`src/rtl/szcv_flag_reg_if.sv`:
```
// Bus bundle between the decode/ALU stage and the SZCV flag register.
// The master side drives ALU and control inputs; the slave side returns flags and branch decision.
interface szcv_flag_reg_if #(
  parameter int WIDTH = 16
);
  logic             szcv_enable;
  logic [3:0]       alu_op;
  logic [WIDTH-1:0] alu_a;
  logic [WIDTH-1:0] alu_b;
  logic [WIDTH-1:0] alu_result;
  logic             alu_carry;
  logic             flag_save;
  logic             flag_restore;
  logic             eval_en;
  logic [2:0]       cond;
  logic [3:0]       flags;
  logic             shadow_valid;
  logic             branch_taken;

  modport master (
    output szcv_enable, alu_op, alu_a, alu_b, alu_result, alu_carry,
    output flag_save, flag_restore, eval_en, cond,
    input  flags, shadow_valid, branch_taken
  );

  modport slave (
    input  szcv_enable, alu_op, alu_a, alu_b, alu_result, alu_carry,
    input  flag_save, flag_restore, eval_en, cond,
    output flags, shadow_valid, branch_taken
  );
endinterface

```
`src/rtl/szcv_flag_reg.sv`:
```
// Architectural SZCV flag register with one-entry shadow copy and registered branch decision.
// Optional macro SZCV_BYPASS_EN forwards freshly derived flags into same-cycle branch evaluation.
module szcv_flag_reg #(
  parameter int WIDTH = 16
) (
  input logic           clk,
  input logic           rst_n,
  szcv_flag_reg_if.slave bus
);

  localparam int MSB = WIDTH - 1;

  localparam logic [3:0] OP_ADD = 4'b0000;
  localparam logic [3:0] OP_SUB = 4'b0001;
  localparam logic [3:0] OP_CMP = 4'b0101;
  localparam logic [3:0] OP_SLL = 4'b1000;
  localparam logic [3:0] OP_SLR = 4'b1001;
  localparam logic [3:0] OP_SRL = 4'b1010;
  localparam logic [3:0] OP_SRA = 4'b1011;

  function automatic logic [3:0] derive_flags(
    input logic [3:0]     op,
    input logic [WIDTH-1:0] a,
    input logic [WIDTH-1:0] b,
    input logic [WIDTH-1:0] r,
    input logic           carry
  );
    logic s;
    logic z;
    logic c;
    logic v;
    s = r[MSB];
    z = (r == {WIDTH{1'b0}});
    case (op)
      OP_ADD, OP_SUB, OP_CMP, OP_SLL, OP_SLR, OP_SRL, OP_SRA: c = carry;
      default:                                                c = 1'b0;
    endcase
    // Overflow only exists for the signed add/subtract family.
    case (op)
      OP_ADD:         v = (a[MSB] == b[MSB]) && (r[MSB] != a[MSB]);
      OP_SUB, OP_CMP: v = (a[MSB] != b[MSB]) && (r[MSB] != a[MSB]);
      default:        v = 1'b0;
    endcase
    return {s, z, c, v};
  endfunction

  function automatic logic eval_cond(input logic [2:0] cd, input logic [3:0] f);
    logic res;
    case (cd)
      3'b000:  res = f[2];
      3'b001:  res = f[3] ^ f[0];
      3'b010:  res = f[2] | (f[3] ^ f[0]);
      3'b011:  res = ~f[2];
      3'b100:  res = 1'b1;
      default: res = 1'b0;
    endcase
    return res;
  endfunction

  logic [3:0] flags_r;
  logic [3:0] shadow_r;
  logic       shadow_valid_r;
  logic       branch_taken_r;

  logic [3:0] derived_s;
  logic       restore_ok_s;
  logic [3:0] flags_nxt_s;
  logic [3:0] shadow_nxt_s;
  logic       shadow_valid_nxt_s;
  logic [3:0] eval_flags_s;
  logic       branch_nxt_s;

  // Next-state selection for flags, shadow and branch decision.
  always_comb begin
    derived_s    = derive_flags(bus.alu_op, bus.alu_a, bus.alu_b, bus.alu_result, bus.alu_carry);
    restore_ok_s = bus.flag_restore & shadow_valid_r;

    if (restore_ok_s) begin
      flags_nxt_s = shadow_r;
    end else if (bus.szcv_enable) begin
      flags_nxt_s = derived_s;
    end else begin
      flags_nxt_s = flags_r;
    end

    // Save always captures pre-edge flags, which makes save+restore a swap.
    if (bus.flag_save) begin
      shadow_nxt_s       = flags_r;
      shadow_valid_nxt_s = 1'b1;
    end else if (restore_ok_s) begin
      shadow_nxt_s       = shadow_r;
      shadow_valid_nxt_s = 1'b0;
    end else begin
      shadow_nxt_s       = shadow_r;
      shadow_valid_nxt_s = shadow_valid_r;
    end

`ifdef SZCV_BYPASS_EN
    eval_flags_s = flags_nxt_s;
`else
    eval_flags_s = flags_r;
`endif

    if (bus.eval_en) begin
      branch_nxt_s = eval_cond(bus.cond, eval_flags_s);
    end else begin
      branch_nxt_s = branch_taken_r;
    end
  end

  // State registers with synchronous active-low reset.
  always_ff @(posedge clk) begin
    if (!rst_n) begin
      flags_r        <= 4'b0000;
      shadow_r       <= 4'b0000;
      shadow_valid_r <= 1'b0;
      branch_taken_r <= 1'b0;
    end else begin
      flags_r        <= flags_nxt_s;
      shadow_r       <= shadow_nxt_s;
      shadow_valid_r <= shadow_valid_nxt_s;
      branch_taken_r <= branch_nxt_s;
    end
  end

  assign bus.flags        = flags_r;
  assign bus.shadow_valid = shadow_valid_r;
  assign bus.branch_taken = branch_taken_r;

endmodule

```
`src/flat_wrapper.sv`:
```
// flat-port wrapper written by rule: the top's interface ports become plain ports
module szcv_flag_reg_flat 
#(
  parameter int WIDTH = 16
)
  (clk, rst_n, bus_szcv_enable, bus_alu_op, bus_alu_a, bus_alu_b, bus_alu_result, bus_alu_carry, bus_flag_save, bus_flag_restore, bus_eval_en, bus_cond, bus_flags, bus_shadow_valid, bus_branch_taken);
  szcv_flag_reg_if #(.WIDTH(WIDTH)) bus_i ();
  input logic clk;
  input logic rst_n;
  input wire logic [$bits(bus_i.szcv_enable)-1:0] bus_szcv_enable;
  input wire logic [$bits(bus_i.alu_op)-1:0] bus_alu_op;
  input wire logic [$bits(bus_i.alu_a)-1:0] bus_alu_a;
  input wire logic [$bits(bus_i.alu_b)-1:0] bus_alu_b;
  input wire logic [$bits(bus_i.alu_result)-1:0] bus_alu_result;
  input wire logic [$bits(bus_i.alu_carry)-1:0] bus_alu_carry;
  input wire logic [$bits(bus_i.flag_save)-1:0] bus_flag_save;
  input wire logic [$bits(bus_i.flag_restore)-1:0] bus_flag_restore;
  input wire logic [$bits(bus_i.eval_en)-1:0] bus_eval_en;
  input wire logic [$bits(bus_i.cond)-1:0] bus_cond;
  output wire logic [$bits(bus_i.flags)-1:0] bus_flags;
  output wire logic [$bits(bus_i.shadow_valid)-1:0] bus_shadow_valid;
  output wire logic [$bits(bus_i.branch_taken)-1:0] bus_branch_taken;
  assign bus_i.szcv_enable = bus_szcv_enable;
  assign bus_i.alu_op = bus_alu_op;
  assign bus_i.alu_a = bus_alu_a;
  assign bus_i.alu_b = bus_alu_b;
  assign bus_i.alu_result = bus_alu_result;
  assign bus_i.alu_carry = bus_alu_carry;
  assign bus_i.flag_save = bus_flag_save;
  assign bus_i.flag_restore = bus_flag_restore;
  assign bus_i.eval_en = bus_eval_en;
  assign bus_i.cond = bus_cond;
  assign bus_flags = bus_i.flags;
  assign bus_shadow_valid = bus_i.shadow_valid;
  assign bus_branch_taken = bus_i.branch_taken;
  szcv_flag_reg #(.WIDTH(WIDTH)) u_core (.clk(clk), .rst_n(rst_n), .bus(bus_i));
endmodule
```
`config.mk`:
```
export PLATFORM = sky130hd
export DESIGN_NAME = szcv_flag_reg_flat
export DESIGN_NICKNAME = d
export VERILOG_FILES = /design/src/rtl/szcv_flag_reg_if.sv /design/src/rtl/szcv_flag_reg.sv /design/src/flat_wrapper.sv
export SDC_FILE = /design/constraint.sdc
export NUM_CORES = 1
export LEC_CHECK = 0
export CAP_MARGIN = 0
export CORE_MARGIN = 1.5
export CORE_UTILIZATION = 25
export CTS_CLUSTER_DIAMETER = 40
export CTS_CLUSTER_SIZE = 20
export DETAILED_ROUTE_END_ITERATION = 12
export PLACE_DENSITY = 0.78
export REMOVE_ABC_BUFFERS = 1
export SLEW_MARGIN = 30
export SYNTH_ARGS = -nofsm -noshare
export SYNTH_HDL_FRONTEND = slang
export SYNTH_SLANG_ARGS = --single-unit
```
`constraint.sdc`:
```
create_clock -name clk -period 1.1 [get_ports clk]
set_input_delay 0.165 -clock clk [delete_from_list [all_inputs] [get_ports clk]]
set_output_delay 0.165 -clock clk [all_outputs]
set_load 0.1 [all_outputs]
```
==> qor.csv <==
metric,value,unit
run status,completed,
standard cell area after detailed placement,1061,sq um
clock insertion delay at the later pin of the skew report,0.27,ns
total via count after detailed routing,662,
yosys warns,0,
Avg WL per Cell,12.09,microns
worst setup slack after placement,-0.2893,ns
initial antenna violation count,0,
final worst path period share,97.90,%
count of routing violations after the opening detailed-route iteration,8,
post-synthesis cell count,64,
via-per-instance ratio,4.832,
overall routed net length,1657,microns
Finish-stage setup viols,0,
final setup slack of the worst path,0.02312,ns
post-synthesis cell type with the largest combined area,sky130_fd_sc_hd__dfxtp_1,
leading post-synthesis cells by cell area,"sky130_fd_sc_hd__dfxtp_1 (37%), sky130_fd_sc_hd__mux2i_1 (11%), sky130_fd_sc_hd__nor2b_1 (8.0%), sky130_fd_sc_hd__o21ai_0 (6.4%), sky130_fd_sc_hd__nor4_1 (4.6%)",
Netlist cell types,28,
Least-Margin Pin Slew,0.3412,ns
effective utilization at floorplan,27.25,%
time the final worst path needs with I/O delays and setup,1.077,ns
endpoints failing hold,0,
global-route wire length before repair,2594,microns
number of max-slew violations in the final report,0,
Residual DRC,0,
critical path capture point type,flop,
count of nets after finishing,173,
count of H-tree levels built during CTS,1,
max frequency,928.6,MHz
design area,1144,sq um
maximum net fanout on the critical path,3,
count of input and output buffers,37,
half-perimeter wire length after placement,1204,microns
"buffers from clock root to sink, at most",2,
sequential-to-total area share from yosys stat,36.70,%
highest-count cells in the layout ignoring fill and taps,"sky130_fd_sc_hd__clkdlybuf4s50_1 (23), sky130_fd_sc_hd__dlymetal6s2s_1 (8), sky130_fd_sc_hd__nor2b_1 (7), sky130_fd_sc_hd__dfxtp_1 (7)",
TritonCTS Buffers,3,
number of violations of the max-capacitance limit,0,
maximum vdd ir drop,0.5637,mV
Yosys reg bits,10,
pin count of the biggest net entering global routing,11,
clk_skew,0.001224,ns
CP startpoint kind,primary input,
Diodes inserted,0,
"Data required, critical path",1.26,ns
leakage dissipation,0.5164,nW
CTS Root Cell,sky130_fd_sc_hd__clkbuf_4,
count of hold-fix buffers inserted at cts,0,
number of inserted filler cells in the final layout,174,
Core Area,2002,sq um
critical path arrival,1.24,ns
number of top-level pins,68,
area share of the largest cell type after synthesis,36.70,%
post-detailed-route count of antenna-violating nets,0,
Final TNS setup,0,ns
Die Span X,49.71,microns
power per cell area,981.2,nW/um^2
fraction of layout cells with a size suffix above 1,22.73,%
final estimated routing congestion in global placement,0.7465,
setup repair after global routing missed its margin,true,
Clock transition at path regs,0.07,ns
Power Total,1.122,mW
path type of the worst min-delay path,primary input to flop,
worst setup path category,primary input to flop,
overall overflow remaining after global route,0,
GRT Overall Usage,13.75,%
row count,16,
Die Outline Area,2471,sq um
number of clock sinks,10,
overall die height,49.71,microns
worst slew margin relative to its limit,77.18,%
CTS tree,done,
first-pass iteration count of the detailed router,4,
number of global-route vias before repair,651,
synthesized area divided by synthesized cell count,8.524,sq um
Hold WS,0.3433,ns
"most common cell after layout, fill and taps aside",sky130_fd_sc_hd__clkdlybuf4s50_1,
"Cell Area, Synth",545.5,sq um
relative area change from synthesis to final layout,109.6,%
[synthesized netlist by cell type (all sizes together)]
master and count:
a21boi 1, a21o 1, a21oi 3, a221oi 1, a41oi 1, and2b 1, and3 1, buf 1
clkbuf 1, dfxtp 10, inv 3, mux2i 6, nand2 2, nand2b 1, nand3 1, nand4 1
nand4b 1, nor2 2, nor2b 7, nor3 2, nor4 4, o211a 1, o21a 1, o21ai 8
o221a 1, o221ai 1, o22ai 1
[where the power goes]
part	leakage [nW]	switching, mW	internal [mW]	total, mW
Clock	0.0210	0.129	0.201	0.330
Sequential	0.0834	0.0207	0.380	0.401
Combinational	0.412	0.185	0.206	0.391
Total	0.516	0.335	0.787	1.12
[flip-flops by register name (all words and copies together) (netlist names)]
| signal | cells |
|---|---|
| u_core.shadow_r | 4 |
| u_core.bus.shadow_valid | 1 |
| u_core.bus.branch_taken | 1 |
| u_core.bus.flags | 4 |
[per-stage QoR]
stage / instances / utilization, %
floorplan: 62 / -
global placement: 134 / 53.00
detailed placement: 134 / 53.00
CTS: 138 / 55.38
global route: 137 / 57.13
finish: 137 / 57.13
[cell families after synthesis]
logic type	after synthesis	share of synthesized area, %
DFF	10	36.70
AOI/OAI and AO/OA	20	24.08
muxes	6	11.01
and+or+nand+nor	23	24.54
buffers and inverters	5	3.668
[final timing paths]
path	from	end	slack [ns]	cells after the start
setup / recovery	bus_alu_result[15]	u_core.bus.flags[0]	0.02	5
hold / removal	bus_cond[2]	u_core.bus.branch_taken	0.34	4
setup reg to reg	u_core.bus.flags[2]	u_core.bus.branch_taken	0.08	4
hold reg to reg	u_core.shadow_r[3]	u_core.bus.flags[3]	0.51	1
[worst max-delay path, stage by stage]
cell and delay, ns:
sky130_fd_sc_hd__clkdlybuf4s50_1 0.50, sky130_fd_sc_hd__and2b_1 0.20, sky130_fd_sc_hd__nand3_1 0.08, sky130_fd_sc_hd__o22ai_1 0.07, sky130_fd_sc_hd__o221a_2 0.22
[final cells by class]
type                    count  area (sq um)  share of cell area, %
inverters                   3         11.26                 0.9847
clock buffers               4         36.28                  3.173
repair buffers             44         506.7                  44.31
flip-flops and latches     10         206.4                  18.05
multi-input cells          49         349.1                  30.53
well taps                  27         33.78                  2.954
[layer usage]
metal  up-vias  track usage [%]  part of all wire (%)
met5         -                0                     0
met4         0            6.944                   1.0
met3         2            5.455                    10
met2        32            23.56                    44
met1       294            14.44                    45
li1        334                -                     -
[timing repair]
| item | 4_1_cts | 5_1_grt |
|---|---|---|
| pin swaps | 0 | 4 |
| buffers inserted | 0 | 0 |
| setup endpoints to repair | 4 | 6 |
| gates resized for setup | 5 | 13 |
Power figures use the tool's default switching activity.
